$ cat config.mk
export PLATFORM = sky130hd
export DESIGN_NAME = uart_buf_ctrl
export DESIGN_NICKNAME = d
export VERILOG_FILES = /design/src/rtl/uart_buf_ctrl.sv
export SDC_FILE = /design/constraint.sdc
export NUM_CORES = 1
export LEC_CHECK = 0
export BUFFER_PORTS_ARGS = -buffer_cell sky130_fd_sc_hd__buf_2
export CAP_MARGIN = 10
export CORE_MARGIN = 8
export CORE_UTILIZATION = 57
export CTS_CLUSTER_SIZE = 12
export DETAILED_ROUTE_END_ITERATION = 10
export PLACE_DENSITY = 0.87
export SLEW_MARGIN = 20
export SYNTH_ARGS = -nofsm -noshare
export SYNTH_HDL_FRONTEND = slang
export SYNTH_SLANG_ARGS = --single-unit
$ cat constraint.sdc
create_clock -name clk -period 3.6 [get_ports clk]
set_input_delay 0.18 -clock clk [delete_from_list [all_inputs] [get_ports clk]]
set_output_delay 0.18 -clock clk [all_outputs]
set_load 0.005 [all_outputs]
$ cat src/rtl/uart_buf_ctrl.sv
// ---------------------------------------------------------------------------
// uart_buf_ctrl
// Circular-FIFO controller sitting between a UART receiver, a dual-port RAM
// and a UART transmitter. Received bytes are written through RAM port A;
// while the block is "running" they are read back through port B and handed
// to the transmitter one at a time. A debounced key press toggles
// run/pause.
//
// Parameters
//   ADDR_W  RAM address width, DEPTH = 2**ADDR_W
//   RD_LAT  RAM port-B read latency in clocks (1..15)
//
// Ports
//   clk, reset_n          clock, asynchronous active-low reset
//   key_flag, key_state   debounced key strobe / level (press = flag & ~state)
//   rx_done, tx_done      UART byte-complete strobes
//   wea, addra            RAM write enable / write pointer
//   addrb                 RAM read pointer
//   send_en               one-cycle transmit start pulse
//   full, empty, running  status
//
// Optional feature (macro UART_BUF_CTRL_STAT_EN):
//   ovf    sticky flag, set when an rx_done is dropped because the buffer
//          is full; cleared by reset and by a pause->run key press
//   level  current fill count (ADDR_W+1 bits)
// ---------------------------------------------------------------------------
module uart_buf_ctrl #(
  parameter int ADDR_W = 8,
  parameter int RD_LAT = 3
) (
  input  logic              clk,
  input  logic              reset_n,
  input  logic              key_flag,
  input  logic              key_state,
  input  logic              rx_done,
  input  logic              tx_done,
  output logic              wea,
  output logic [ADDR_W-1:0] addra,
  output logic [ADDR_W-1:0] addrb,
  output logic              send_en,
  output logic              full,
  output logic              empty,
  output logic              running
`ifdef UART_BUF_CTRL_STAT_EN
  ,
  output logic              ovf,
  output logic [ADDR_W:0]   level
`endif
);

  // Level of a completely full buffer: only the MSB of the ADDR_W+1 count.
  localparam logic [ADDR_W:0] LVL_FULL = {1'b1, {ADDR_W{1'b0}}};
  // Last value of the latency counter before moving on to SEND.
  localparam logic [3:0]      LAT_LAST = 4'(RD_LAT - 1);

  typedef enum logic [1:0] {
    IDLE    = 2'd0,
    LAT     = 2'd1,
    SEND    = 2'd2,
    WAIT_TX = 2'd3
  } state_e;

  state_e              state_q,   state_d;
  logic [ADDR_W-1:0]   addra_q,   addra_d;
  logic [ADDR_W-1:0]   addrb_q,   addrb_d;
  logic [ADDR_W:0]     level_q,   level_d;
  logic                running_q, running_d;
  logic                send_en_q, send_en_d;
  logic [3:0]          lat_cnt_q, lat_cnt_d;

  logic press;
  logic wr_acc;
  logic rd_done;

  // ---------------------------------------------------------------------
  // Write side, level and run/pause
  // ---------------------------------------------------------------------
  always_comb begin
    press   = key_flag & ~key_state;
    // full is decoded from the level register, so a write is refused
    // whenever the buffer holds DEPTH bytes regardless of pointer values.
    wr_acc  = rx_done & ~full;
    // Only a tx_done that arrives while waiting on the transmitter
    // retires a byte; stray strobes elsewhere are ignored.
    rd_done = (state_q == WAIT_TX) & tx_done;

    addra_d   = wr_acc  ? addra_q + 1'b1 : addra_q;  // natural wrap mod DEPTH
    addrb_d   = rd_done ? addrb_q + 1'b1 : addrb_q;
    running_d = running_q ^ press;

    level_d = level_q;
    unique case ({wr_acc, rd_done})
      2'b10:   level_d = level_q + 1'b1;
      2'b01:   level_d = level_q - 1'b1;
      default: level_d = level_q;  // none, or write+read cancel out
    endcase
  end

  // ---------------------------------------------------------------------
  // Read FSM
  //   IDLE    : addrb already addresses the next byte, so the RAM read
  //             is in progress the moment we leave this state.
  //   LAT     : wait RD_LAT cycles for the RAM data.
  //   SEND    : request the transmit pulse (registered, visible next cycle).
  //   WAIT_TX : wait for the transmitter to finish the byte.
  // A pause only blocks the IDLE->LAT decision, so a byte already in
  // flight always completes.
  // ---------------------------------------------------------------------
  always_comb begin
    state_d   = state_q;
    lat_cnt_d = lat_cnt_q;
    send_en_d = 1'b0;
    unique case (state_q)
      IDLE: begin
        lat_cnt_d = '0;
        if (running_q && (level_q != '0)) state_d = LAT;
      end
      LAT: begin
        if (lat_cnt_q == LAT_LAST) begin
          state_d = SEND;
        end else begin
          lat_cnt_d = lat_cnt_q + 1'b1;
        end
      end
      SEND: begin
        send_en_d = 1'b1;
        state_d   = WAIT_TX;
      end
      WAIT_TX: begin
        if (tx_done) state_d = IDLE;
      end
      default: state_d = IDLE;
    endcase
  end

  always_ff @(posedge clk or negedge reset_n) begin
    if (!reset_n) begin
      state_q   <= IDLE;
      addra_q   <= '0;
      addrb_q   <= '0;
      level_q   <= '0;
      running_q <= 1'b0;
      send_en_q <= 1'b0;
      lat_cnt_q <= '0;
    end else begin
      state_q   <= state_d;
      addra_q   <= addra_d;
      addrb_q   <= addrb_d;
      level_q   <= level_d;
      running_q <= running_d;
      send_en_q <= send_en_d;
      lat_cnt_q <= lat_cnt_d;
    end
  end

`ifdef UART_BUF_CTRL_STAT_EN
  // ---------------------------------------------------------------------
  // Statistics: sticky overflow flag and exported fill level. A drop in
  // the same cycle as the clearing key press still leaves ovf set, so no
  // lost byte goes unreported.
  // ---------------------------------------------------------------------
  logic ovf_q, ovf_d;

  always_comb begin
    ovf_d = ovf_q;
    if (press && !running_q) ovf_d = 1'b0;
    if (rx_done && full)     ovf_d = 1'b1;
  end

  always_ff @(posedge clk or negedge reset_n) begin
    if (!reset_n) ovf_q <= 1'b0;
    else          ovf_q <= ovf_d;
  end

  assign ovf   = ovf_q;
  assign level = level_q;
`endif

  // ---------------------------------------------------------------------
  // Outputs
  // ---------------------------------------------------------------------
  assign wea     = wr_acc;
  assign addra   = addra_q;
  assign addrb   = addrb_q;
  assign send_en = send_en_q;
  assign full    = (level_q == LVL_FULL);
  assign empty   = (level_q == '0);
  assign running = running_q;

endmodule

# Word-level counts from Yosys, hierarchy flattened
# Cells that the tools add are included.
# Widths: inputs -> output; s select.
dict set report word_totals {
  register_bits 33
  in_bits 6
  output_inout_bits 21
  word_cells 45
}
dict set report classes {
  n_addsub 5
  n_eq_ne 11
  mux 8
  bitwise 6
  reduce_logical 8
}
# op n
set ops {}
lappend ops {{$pmux 9 s2} 1}
lappend ops {{$add 8x1->8 const B} 2}
lappend ops {{$add 9x1->9 const B} 1}
lappend ops {{$eq 9x9->1 const B} 1}
lappend ops {{$logic_not 9->1} 1}
lappend ops {{$reduce_bool 9->1} 1}
lappend ops {{$sub 9x1->9 const B} 1}
lappend ops {{$ne 2x2->1 const B} 4}
lappend ops {{$pmux 2 s4} 1}
lappend ops {{$pmux 4 s2} 1}
lappend ops {{$eq 2x2->1 const B} 3}
lappend ops {{$mux 2} 3}
lappend ops {{$add 4x1->4 const B} 1}
lappend ops {{$eq 2x1->1 const B} 2}
lappend ops {{$eq 4x2->1 const B} 1}
lappend ops {{$mux 4} 1}
lappend ops {{$reduce_bool 2->1} 2}
lappend ops {{$and 1x1->1} 3}
lappend ops {{$reduce_and 3->1} 1}
lappend ops {{$logic_not 2->1} 1}
lappend ops {{$not 1->1} 2}
lappend ops {{$reduce_and 2->1} 1}
lappend ops {{$logic_and 1x1->1} 1}
lappend ops {{$mux 1} 1}
lappend ops {{$xor 1x1->1} 1}

# Longest topological paths before layout
dict set report logic_depth {
  depth_word 5
  depth_mapped 10
  ltp_nobuf 10
}

# Least setup slack after synthesis
# No wires, ideal clock.
dict set report synth_timing {
  path_type {register -> register}
  start {register level_q[0]}
  end {register level_q[8]}
  setup_ns 0.122
  arrival_time_ns 2.585
  path_slack_ns 0.894
  path_stages_with_launch 11
  path_buffers 0
  path_cell_list {dfrtp_1 > nor4_4 > a31oi_4 > inv_1 > ha_1 > ha_1 > a211oi_2 > nor3_1 > a211oi_2 > xnor2_1 > a32o_1}
}
dict set report synth_via {
  elab_chain_len 5
  elab_cells_between_ends 9
  cone_classes {2 x add/sub; 3 x eq/ne; 1 x mux; 2 x bitwise; 1 x reduce/logical}
}
# element line
set synth_lines {}
lappend synth_lines {{from (decl)} 66} ;# logic [ADDR_W:0] level_q, level_d;
lappend synth_lines {{from (signal assigned)} 149} ;# level_q <= level_d;
lappend synth_lines {{$eq 9x9->1 *} 186} ;# assign full = (level_q == LVL_FULL);
lappend synth_lines {{$not 1->1 *} 82} ;# wr_acc = rx_done & ~full;
lappend synth_lines {{$and 1x1->1 *} 82}
lappend synth_lines {{via wea} 37} ;# output logic wea,
lappend synth_lines {{$eq 2x1->1 or $eq 2x2->1 (tied branches)} 92} ;# unique case ({wr_acc, rd_done})
lappend synth_lines {{$pmux 9 s2 or $reduce_bool 2->1 (tied branches)} -}
# The timed path passes the listed nets; every way through them passes the cells marked *.
# A chain may end at the register's enable or synchronous reset.

# Final worst setup path
dict set report layout_timing {
  start {register level_q[0]}
  end {register level_q[8]}
}
dict set report layout_via {
  elab_chain_len 5
  elab_cells_between_ends 9
  cone_classes {2 x add/sub; 3 x eq/ne; 1 x mux; 2 x bitwise; 1 x reduce/logical}
}
# element
set layout_lines {}
lappend layout_lines {{branches (longest 5 deep; another with $sub 9x1->9)}}
# Several ways; the timed one is not identified.

==> impl_metrics.xml <==
<?xml version="1.0" encoding="UTF-8"?>
<metrics>
  <group name="status">
    <metric name="status" unit="">complete, no violations</metric>
  </group>
  <group name="synth">
    <metric name="synth-warning-count" unit="">0</metric>
    <metric name="synth-seq-area-share" unit="">0.430</metric>
    <metric name="synth_edf_count" unit="">0</metric>
    <metric name="post_synthesis_cell_type_with_the_largest_combined_area" unit="">sky130_fd_sc_hd__dfrtp_1</metric>
    <metric name="postSynthRegisterBits" unit="">33</metric>
    <metric name="distinct_cell_type_count_of_the_synthesized_netlist" unit="">45</metric>
    <metric name="synthTopCellsByCount" unit="">sky130_fd_sc_hd__dfrtp_1, sky130_fd_sc_hd__nand2_1, sky130_fd_sc_hd__ha_1</metric>
    <metric name="synth_async_sr_flop_share" unit="">1.00</metric>
    <metric name="syn_area_per_cell" unit="um2">11.0</metric>
    <metric name="netlist_instances" unit="">175</metric>
    <metric name="syn-cell-area" unit="um2">1920</metric>
    <metric name="synth.net_count" unit="">198</metric>
    <metric name="area_contributors_post_synth" unit="">sky130_fd_sc_hd__dfrtp_1, sky130_fd_sc_hd__ha_1, sky130_fd_sc_hd__xnor2_1</metric>
    <metric name="synth.most_common_cell" unit="">sky130_fd_sc_hd__dfrtp_1</metric>
    <metric name="synth.top_cell.area_share" unit="">0.430</metric>
    <metric name="synth-main-ff-cell" unit="">sky130_fd_sc_hd__dfrtp_1</metric>
  </group>
  <group name="worst_setup_path">
    <metric name="startpoint_type_of_the_worst_setup_path" unit="">flip-flop</metric>
    <metric name="critical_path_class" unit="">reg2reg</metric>
    <metric name="regToRegEndpoint" unit="">level_q[8]</metric>
    <metric name="critical_path_data_required_time" unit="ns">3.82</metric>
    <metric name="r2r-start" unit="">level_q[0]</metric>
    <metric name="worstPathCellList" unit="">nor4_4, a31oi_4, inv_1, ha_1, ha_1, a211oi_2, nor3_1, a211oi_2, xnor2_1, a32o_1</metric>
    <metric name="worst_case_reg_to_reg_path_depth" unit="">10</metric>
    <metric name="worst-path-stages" unit="">10</metric>
    <metric name="timing.critical_path.max_delay_family" unit="">compound AO/OA/AOI/OAI gates</metric>
    <metric name="crit_slowest_cell" unit="">sky130_fd_sc_hd__dfrtp_1</metric>
    <metric name="end_kind" unit="">flip-flop</metric>
    <metric name="largest_incremental_delay_on_the_critical_path" unit="ns">0.48</metric>
    <metric name="timing.critical_path.buf_inv" unit="">1</metric>
    <metric name="arrival" unit="ns">3.26</metric>
    <metric name="reg2reg_setup_slack" unit="ns">0.56</metric>
    <metric name="critical_path.max_fanout" unit="">13</metric>
  </group>
  <group name="drt">
    <metric name="detail_route.first_pass.iterations" unit="">4</metric>
    <metric name="drt-initial-drc-count" unit="">89</metric>
    <metric name="antenna_violating_nets_post_route" unit="">0</metric>
    <metric name="drc" unit="">0</metric>
    <metric name="avgRoutedWirePerCell" unit="um">13.4</metric>
    <metric name="num_vias" unit="">1384</metric>
    <metric name="routed_wirelength" unit="mm">3.40</metric>
    <metric name="post_drt_via_cell_ratio" unit="">5.47</metric>
  </group>
  <group name="clock_network">
    <metric name="tritoncts_clock_tree" unit="">done</metric>
    <metric name="cts_max_path_buffers" unit="">2</metric>
    <metric name="number_of_sinks_on_the_clock_net" unit="">33</metric>
    <metric name="worstSkewPairLatency" unit="ns">0.33</metric>
    <metric name="clk_pin_slew" unit="ns">0.09</metric>
    <metric name="clock-root-buffer" unit="">sky130_fd_sc_hd__clkbuf_4</metric>
    <metric name="cts.repair.resized" unit="">0</metric>
    <metric name="cts_buffers" unit="">5</metric>
    <metric name="cts_stage_hold_buffer_count" unit="">1</metric>
    <metric name="cts.repair_timing.setup_buffer_count" unit="">0</metric>
    <metric name="htree_num_levels" unit="">2</metric>
  </group>
  <group name="sta">
    <metric name="hold_violations" unit="">0</metric>
    <metric name="post_route_skew" unit="ns">0.00378</metric>
    <metric name="finalCritPeriodShare" unit="">0.843</metric>
    <metric name="finalWorstSetupSlack" unit="ns">0.565</metric>
    <metric name="relSlewSlack" unit="">0.528</metric>
    <metric name="setup_viol" unit="">0</metric>
    <metric name="rsz0062_at_grt" unit="">false</metric>
    <metric name="max_slew.worst_pin.slew" unit="ns">0.708</metric>
    <metric name="final_max_slew_viol_count" unit="">0</metric>
    <metric name="timing.final.crit_period" unit="ns">3.04</metric>
    <metric name="final.setup.tns" unit="ns">0</metric>
    <metric name="max_freq" unit="MHz">329</metric>
  </group>
  <group name="floorplanning">
    <metric name="die_h" unit="um">74.1</metric>
    <metric name="core-area" unit="um2">3280</metric>
    <metric name="die_x" unit="um">74.1</metric>
    <metric name="io_pins" unit="">27</metric>
    <metric name="std_cell_rows" unit="">21</metric>
    <metric name="start_util" unit="">0.585</metric>
    <metric name="floorplan.die_area" unit="um2">5490</metric>
  </group>
  <group name="power">
    <metric name="peakVddDrop" unit="uV">360</metric>
    <metric name="power.total" unit="uW">1660</metric>
    <metric name="pwr_density_cell" unit="nW/um2">768</metric>
    <metric name="p_leak" unit="uW">0.00104</metric>
  </group>
  <group name="grt">
    <metric name="grtUsageTotal" unit="">0.136</metric>
    <metric name="grt_start_max_net_pins" unit="">34</metric>
    <metric name="antenna_violations_before_repair" unit="">0</metric>
    <metric name="first_pass_grt_wire_length" unit="mm">5.88</metric>
    <metric name="first_global_vias" unit="">1378</metric>
    <metric name="globalRoute.totalOverflow" unit="">0</metric>
  </group>
  <group name="min_path">
    <metric name="hold_path_depth" unit="">3</metric>
    <metric name="worst_hold_path.endpoint" unit="">running</metric>
    <metric name="hold_start" unit="">key_flag</metric>
    <metric name="worstHoldPathType" unit="">in2reg</metric>
  </group>
  <group name="layout">
    <metric name="fin_nets" unit="">229</metric>
    <metric name="fill_cells" unit="">256</metric>
    <metric name="area_delta_synth_final" unit="%">12.4</metric>
    <metric name="antenna_cells_inserted" unit="">0</metric>
    <metric name="share_of_cells_above_drive_strength_1" unit="">0.242</metric>
    <metric name="fin_cells" unit="">253</metric>
  </group>
  <group name="placement">
    <metric name="dp_hpwl" unit="mm">2.58</metric>
    <metric name="dpl.cell_count" unit="">244</metric>
    <metric name="final_estimated_routing_congestion_in_global_placement" unit="">0.844</metric>
    <metric name="port_buffers" unit="">26</metric>
    <metric name="dp_worst_slack" unit="ns">0.579</metric>
  </group>
  <group name="job">
    <metric name="max_cap_violations" unit="">0</metric>
  </group>
</metrics>
power by group:
group / switching (uW) / internal (uW) / total (uW)
Clock: 122 / 74.3 / 197
Sequential: 184 / 519 / 704
Combinational: 374 / 384 / 757
tightest hold or removal path, cell delays in order:
cell	delay (ns)
sky130_fd_sc_hd__buf_2	0.09
sky130_fd_sc_hd__nand2b_1	0.07
sky130_fd_sc_hd__xnor2_1	0.07
layout by cell type, fill, tap and decap left out, types with 2 or more instances in the layout:
master	count
sky130_fd_sc_hd__xor2_1	7
sky130_fd_sc_hd__o21bai_1	3
sky130_fd_sc_hd__xnor2_1	15
sky130_fd_sc_hd__o21a_1	2
sky130_fd_sc_hd__a21oi_1	8
sky130_fd_sc_hd__and3_1	3
sky130_fd_sc_hd__nand4_1	3
sky130_fd_sc_hd__mux2i_1	2
sky130_fd_sc_hd__and2_1	2
sky130_fd_sc_hd__mux2_2	3
sky130_fd_sc_hd__dfrtp_1	33
sky130_fd_sc_hd__a211oi_1	2
sky130_fd_sc_hd__buf_2	26
sky130_fd_sc_hd__clkinv_2	2
sky130_fd_sc_hd__a211oi_2	2
sky130_fd_sc_hd__inv_1	6
sky130_fd_sc_hd__nand3_1	3
sky130_fd_sc_hd__nor4_4	2
sky130_fd_sc_hd__nor2_1	7
sky130_fd_sc_hd__nor3b_1	2
sky130_fd_sc_hd__nand2_1	17
sky130_fd_sc_hd__clkbuf_4	5
sky130_fd_sc_hd__o21ai_0	10
sky130_fd_sc_hd__nor2b_1	2
sky130_fd_sc_hd__ha_1	16
sky130_fd_sc_hd__a21o_1	2
kinds of logic after synthesis:
group / share of synthesized area
fa+ha+maj: 0.115
mux: 0.0358
xor+xnor: 0.100
compound gates: 0.147
flops: 0.430
simple gates: 0.155
buf+inv: 0.0176
stage by stage:
stage                util  hold WS, ns  instance area (um2)
floorplan               -       -0.116                 1920
global placement    0.639        0.276                 2100
detailed placement  0.639        0.270                 2100
CTS                 0.658        0.109                 2160
global route        0.658        0.117                 2160
finish              0.658        0.121                 2160
layer usage:
layer	GRT usage	up-vias	share of wire
li1	-	687	-
met1	0.153	662	0.43
met2	0.231	27	0.49
met3	0.0418	8	0.059
met4	0.0621	0	0.016
met5	0	-	0
how the worst max path moves through the flow:
stage          startpoint  slack [ns]         end
2_1_floorplan  level_q[0]        0.89  level_q[8]
3_3_place_gp   level_q[0]        0.66  level_q[8]
3_5_place_dp   level_q[0]        0.58  level_q[8]
5_1_grt        level_q[0]        0.39  level_q[5]
4_1_cts        level_q[0]        0.56  level_q[8]
6_report       level_q[0]        0.56  level_q[8]
state kept, by name, summed over array words and instances, names as in the netlist:
signal,count
addra,8
addrb,8
lat_cnt_q,4
level_q,9
running,1
send_en,1
state_q,2
cell type report:
cell class              count  area (um2)  area share
flip-flops and latches     33         826       0.382
clock buffers               6        41.3      0.0191
well taps                  46        57.6      0.0267
multi-input cells         133        1060       0.492
repair buffers             27         140      0.0649
clock inverters             2        10.0     0.00463
inverters                   6        22.5      0.0104
No activity file was read; power rests on OpenSTA's default activity.
